<file path="config.mk">
export PLATFORM = sky130hd
export DESIGN_NAME = rd_burst_sched
export DESIGN_NICKNAME = d
export VERILOG_FILES = /design/src/rtl/rd_burst_sched.sv
export SDC_FILE = /design/constraint.sdc
export NUM_CORES = 1
export LEC_CHECK = 0
export ABC_AREA = 1
export CORE_MARGIN = 3
export CORE_UTILIZATION = 40
export DETAILED_ROUTE_END_ITERATION = 16
export HOLD_SLACK_MARGIN = 0.02
export PLACE_DENSITY = 0.84
export SLEW_MARGIN = 20
export SYNTH_ARGS = -nofsm -noshare
export SYNTH_HDL_FRONTEND = slang
export SYNTH_SLANG_ARGS = --single-unit
</file>
<file path="constraint.sdc">
create_clock -name I_sys_clk -period 2.1 [get_ports I_sys_clk]
set_input_delay 0.315 -clock I_sys_clk [delete_from_list [all_inputs] [get_ports I_sys_clk]]
set_output_delay 0.315 -clock I_sys_clk [all_outputs]
set_load 0.02 [all_outputs]
</file>
<file path="src/rtl/rd_burst_sched.sv">
// Read-burst scheduler: walks a frame buffer as fixed-length DDR3 read bursts, throttled by downstream FIFO space.
// Optional watchdog on burst completion is compiled in with RD_SCHED_TIMEOUT_EN.
module rd_burst_sched #(
    parameter int                ADDR_W         = 28,
    parameter logic [ADDR_W-1:0] BASE_ADDR      = '0,
    parameter int                BURST_LEN      = 64,
    parameter int                FRAME_BURSTS   = 16,
    parameter int                FIFO_DEPTH     = 512,
    parameter int                CNT_W          = 12,
    parameter int                TIMEOUT_CYCLES = 4096
) (
    input  logic              I_sys_clk,
    input  logic              I_Rst,
    input  logic              I_enable,
    input  logic              I_frame_sync,
    input  logic [CNT_W-1:0]  I_fifo_wr_cnt,
    output logic              O_rd_start,
    output logic [ADDR_W-1:0] O_rd_addr,
    output logic [2:0]        O_rd_cmd,
    output logic [7:0]        O_rd_burst_len,
    input  logic              I_rd_burst_start,
    input  logic              I_rd_burst_end,
    output logic              O_busy,
    output logic              O_frame_done,
    output logic              O_err
);

    typedef enum logic [1:0] {IDLE, CHECK, REQ, WAIT_END} state_t;

    localparam int                BC_W       = (FRAME_BURSTS > 1) ? $clog2(FRAME_BURSTS) : 1;
    localparam logic [ADDR_W-1:0] ADDR_STEP  = ADDR_W'(BURST_LEN * 8);
    localparam logic [CNT_W:0]    DEPTH_X    = (CNT_W + 1)'(FIFO_DEPTH);
    localparam logic [CNT_W:0]    LEN_X      = (CNT_W + 1)'(BURST_LEN);
    localparam logic [BC_W-1:0]   LAST_BURST = BC_W'(FRAME_BURSTS - 1);

    state_t          state;
    logic [BC_W-1:0] burst_cnt;
    logic            sync_pend;
    logic            sync_now;
    logic            err_hold;
    logic [CNT_W:0]  fill;
    logic [CNT_W:0]  space;
    logic            space_ok;

    assign O_rd_cmd       = 3'b001;
    assign O_rd_burst_len = 8'(BURST_LEN);
    assign sync_now       = sync_pend | I_frame_sync;

    // An overfilled FIFO reports more words than its depth; treat that as no space.
    always_comb begin
        fill     = {1'b0, I_fifo_wr_cnt};
        space    = (fill > DEPTH_X) ? '0 : (DEPTH_X - fill);
        space_ok = (space >= LEN_X);
    end

`ifdef RD_SCHED_TIMEOUT_EN
    localparam int             TMO_W    = $clog2(TIMEOUT_CYCLES + 1);
    localparam logic [TMO_W-1:0] TMO_LAST = TMO_W'(TIMEOUT_CYCLES - 1);
    logic [TMO_W-1:0] tmo_cnt;
    assign err_hold = O_err;
`else
    assign err_hold = 1'b0;
    assign O_err    = 1'b0;
`endif

    always_ff @(posedge I_sys_clk) begin
        if (I_Rst) begin
            state        <= IDLE;
            burst_cnt    <= '0;
            sync_pend    <= 1'b0;
            O_rd_start   <= 1'b0;
            O_rd_addr    <= BASE_ADDR;
            O_busy       <= 1'b0;
            O_frame_done <= 1'b0;
`ifdef RD_SCHED_TIMEOUT_EN
            tmo_cnt      <= '0;
            O_err        <= 1'b0;
`endif
        end else begin
            O_frame_done <= 1'b0;
            if (I_frame_sync) sync_pend <= 1'b1;
            case (state)
                IDLE: begin
                    O_rd_addr <= BASE_ADDR;
                    burst_cnt <= '0;
                    if (I_enable && !err_hold) begin
                        state  <= CHECK;
                        O_busy <= 1'b1;
                    end
                end
                CHECK: begin
                    if (!I_enable) begin
                        state     <= IDLE;
                        O_busy    <= 1'b0;
                        O_rd_addr <= BASE_ADDR;
                        burst_cnt <= '0;
                    end else begin
                        if (sync_now) begin
                            O_rd_addr <= BASE_ADDR;
                            burst_cnt <= '0;
                            sync_pend <= 1'b0;
                        end
                        if (space_ok) begin
                            state      <= REQ;
                            O_rd_start <= 1'b1;
                        end
                    end
                end
                REQ: begin
                    // The DMA latches on this same edge, so the request must drop now.
                    if (I_rd_burst_start) begin
                        state      <= WAIT_END;
                        O_rd_start <= 1'b0;
`ifdef RD_SCHED_TIMEOUT_EN
                        tmo_cnt    <= '0;
`endif
                    end
                end
                WAIT_END: begin
                    if (I_rd_burst_end) begin
                        if (burst_cnt == LAST_BURST) begin
                            burst_cnt    <= '0;
                            O_rd_addr    <= BASE_ADDR;
                            O_frame_done <= 1'b1;
                            sync_pend    <= 1'b0;
                        end else if (sync_now) begin
                            burst_cnt <= '0;
                            O_rd_addr <= BASE_ADDR;
                            sync_pend <= 1'b0;
                        end else begin
                            burst_cnt <= burst_cnt + 1'b1;
                            O_rd_addr <= O_rd_addr + ADDR_STEP;
                        end
                        if (I_enable) begin
                            state <= CHECK;
                        end else begin
                            state     <= IDLE;
                            O_busy    <= 1'b0;
                            O_rd_addr <= BASE_ADDR;
                            burst_cnt <= '0;
                        end
                    end
`ifdef RD_SCHED_TIMEOUT_EN
                    else if (tmo_cnt == TMO_LAST) begin
                        O_err     <= 1'b1;
                        state     <= IDLE;
                        O_busy    <= 1'b0;
                        O_rd_addr <= BASE_ADDR;
                        burst_cnt <= '0;
                    end else begin
                        tmo_cnt <= tmo_cnt + 1'b1;
                    end
`endif
                end
                default: begin
                    state  <= IDLE;
                    O_busy <= 1'b0;
                end
            endcase
        end
    end

endmodule

</file>
==> flow_summary.toml <==
[worst_setup_path]
required_ns = 1.78
regToRegEndpoint = "O_rd_addr[14]"
criticalPathCategory = "flop to output port"
r2r_setup_slack_ns = 0.39
cp-startpoint = "O_rd_addr[19]"
arrival_ns = 1.45
timing.rr.start = "burst_cnt[0]"
crit_slowest_cell = "clkdlybuf4s50_1"
path_buf_inv = 1
reg2regPathDepth = 8
crit_cells = 1
critPathLaunchType = "flop"
max_stage_delay_ns = 0.67
endpoint = "O_rd_addr[19]"
crit_chain = "clkdlybuf4s50_1"
path_delay_family = "buffers and inverters"
end_kind = "output port"
path_max_fanout = 9

[floorplanning]
die_area_um2 = 5170
die_x_um = 71.9
die_h_um = 71.9
io_pins = 61
placementRows = 23
initial_core_util_pct = 42.5
core-area_um2 = 4090

[logic_synthesis]
syn_inst = 255
syn_area_um2 = 1740
ys_seq_area_share_pct = 33.4
yosys.area.top_type = "dfxtp_1"
syn_avg_cell_area_um2 = 6.81
yosys-top-cells-area = "dfxtp_1 33%, nand2_1 13%, buf_4 9.5%"
yosys_register_bits = 29
synth.yosys.warnings = 0
yosys.area.top_type_share_pct = 33.4
ys_types = 32

[timing]
hold_viol = 0
fin_crit_ns = 1.77
finalMaxSlewViolations = 0
skew_ns = 0.00350
fmax_mhz = 566
period_share_pct = 84.2
rsz0062_at_grt = "no"
tns_ns = 0
setup_viol = 0

[detailed_routing]
drt_iter0_markers = 92
wirelength_mm = 3.73
route.detailed.drc = 0
wl_per_cell_um = 10.5
vias = 1688
antenna_left = 0
dr.pass1.iters = 4
avgViaCountPerCell = 4.77

[finish]
area_growth_pct = 27.6
antennaDiodeCount = 0
fin_cells = 354
final_core_util_pct = 54.2
layout-drive-gt1-share_pct = 9.87
mostFrequentLayoutCells = "59 x nand2_1, 39 x clkdlybuf4s50_1, 31 x nor2_1"
final_common_cell = "nand2_1"
nNetsFinal = 324

[cts]
root_buffer = "clkbuf_8"
cts_post_setup_buffers_inserted = 0
h-tree-depth = 2
clk_pin_slew_worst_paths_ns = 0.06
cts_buffer_depth = 2
cts_tree = "done"
cts_resized = 0
cts-buffers-inserted = 5
ctsHoldBuffers = 0
worstSkewPairLatency_ns = 0.28
cts_sinks = 29

[power_and_ir_drop]
power_density_nw_per_um2 = 514
switching_share_pct = 25.5
p_sw_uw = 290
leakage_uw = 0.000835
power_uw = 1140
pwr-share-clk_pct = 37.6
seq_power_share_pct = 49.5
p_int_uw = 848
pwr-share-comb_pct = 12.9
ir_drop_v = 0.000355

[placed_design]
place_inst = 346
io_buffers = 39
gp_congestion = 0.900
hpwl_mm = 2.91

[run_status]
status = "complete, no violations"

[grt]
grt_pass1_vias = 1475
grt_max_degree = 11
antenna_found_initial = 0
grt_pass1_wl_mm = 6.22
overflow = 0
grt_use_total_pct = 15.0

[worst_hold_path]
hold_class = "flop to flop"

[run]
max_cap_viol_count = 0
[worst min-delay path by stage]
| stage | slack (ns) | cells past startpoint | endpoint | startpoint |
|---|---|---|---|---|
| 2_1_floorplan | 0.46 | 2 | burst_cnt[1] | burst_cnt[1] |
| 3_3_place_gp | 0.44 | 2 | O_rd_start | O_rd_start |
| 3_5_place_dp | 0.44 | 2 | O_rd_start | O_rd_start |
| 4_1_cts | 0.45 | 2 | O_rd_start | O_rd_start |
| 5_1_grt | 0.49 | 2 | O_rd_start | O_rd_start |
| 6_report | 0.45 | 2 | O_rd_start | O_rd_start |
[flip-flops by register name, summed over array words and instances, names as in the netlist]
register and count:
state 2, burst_cnt 4, O_busy 1, O_rd_addr 19, sync_pend 1, O_frame_done 1, O_rd_start 1
[logic make-up (layout without fill, tap and decap cells)]
logic type	after synthesis	after routing	share of synthesized area, %
buffers and inverters	56	86	17.4
other	2	21	0.432
adders and majority gates	3	3	2.16
DFF	29	29	33.4
AOI/OAI and AO/OA	39	39	13.8
and+or+nand+nor	126	126	32.9
[routing by layer]
metal  GRT usage, %  share of wire, %
met5              0                 0
met2           23.9                46
met4           7.52               1.7
met1           18.9                47
met3           3.88               5.4
[worst register-to-register path: stages, from the launching register on]
cell and delay [ns]:
dfxtp_1 0.36, ha_1 0.20, nand3_1 0.12, nand3_1 0.15, clkinv_1 0.21, o21ai_4 0.29
inv_2 0.13, o21ai_1 0.10, a21oi_1 0.05
[power by group through the flow]
stage                     registers (uW)  logic (uW)  clock network (uW)
after global routing                 564         162                 468
after global placement               575         144                   0
after detailed placement             575         145                   0
final                                563         147                 428
after floorplan                      577         120                   0
after CTS                            563         145                 443
[Yosys cell counts]
| cell | number |
|---|---|
| nand2_4 | 2 |
| o21ai_0 | 2 |
| buf_4 | 22 |
| a31oi_1 | 3 |
| nor3_1 | 6 |
| dfxtp_1 | 29 |
| ha_1 | 3 |
| nand3b_1 | 1 |
| nand4_1 | 1 |
| inv_1 | 26 |
| buf_6 | 1 |
| nand2_1 | 59 |
| nor2_4 | 2 |
| o21ai_4 | 1 |
| nor2_1 | 31 |
| clkinv_1 | 1 |
| o21ai_1 | 5 |
| nor3_2 | 1 |
| conb_1 | 2 |
| o21ai_2 | 1 |
| nand3_2 | 2 |
| nand3_1 | 15 |
| a221oi_2 | 1 |
| nor2_2 | 3 |
| buf_2 | 1 |
| a211oi_1 | 4 |
| clkbuf_1 | 1 |
| nor3b_1 | 1 |
| inv_2 | 4 |
| a21oi_1 | 20 |
| o21a_1 | 2 |
| nor4_1 | 2 |
[stage by stage]
step	hold WS (ns)	cell area, um2	worst slack, ns
finish	0.451	2220	0.332
global route	0.488	2220	0.228
CTS	0.454	2220	0.322
detailed placement	0.444	2140	0.116
global placement	0.437	2140	0.175
floorplan	0.461	1810	0.464
[layout make-up]
cell class / instances / area, um2
Clock buffer: 8 / 80.1
Fill cell: 391 / 1870
Inverter: 31 / 116
Multi-Input combinational cell: 189 / 926
Sequential cell: 29 / 581
Tap cell: 50 / 62.6
Timing Repair Buffer: 47 / 450
Power figures use the tool's default switching activity.
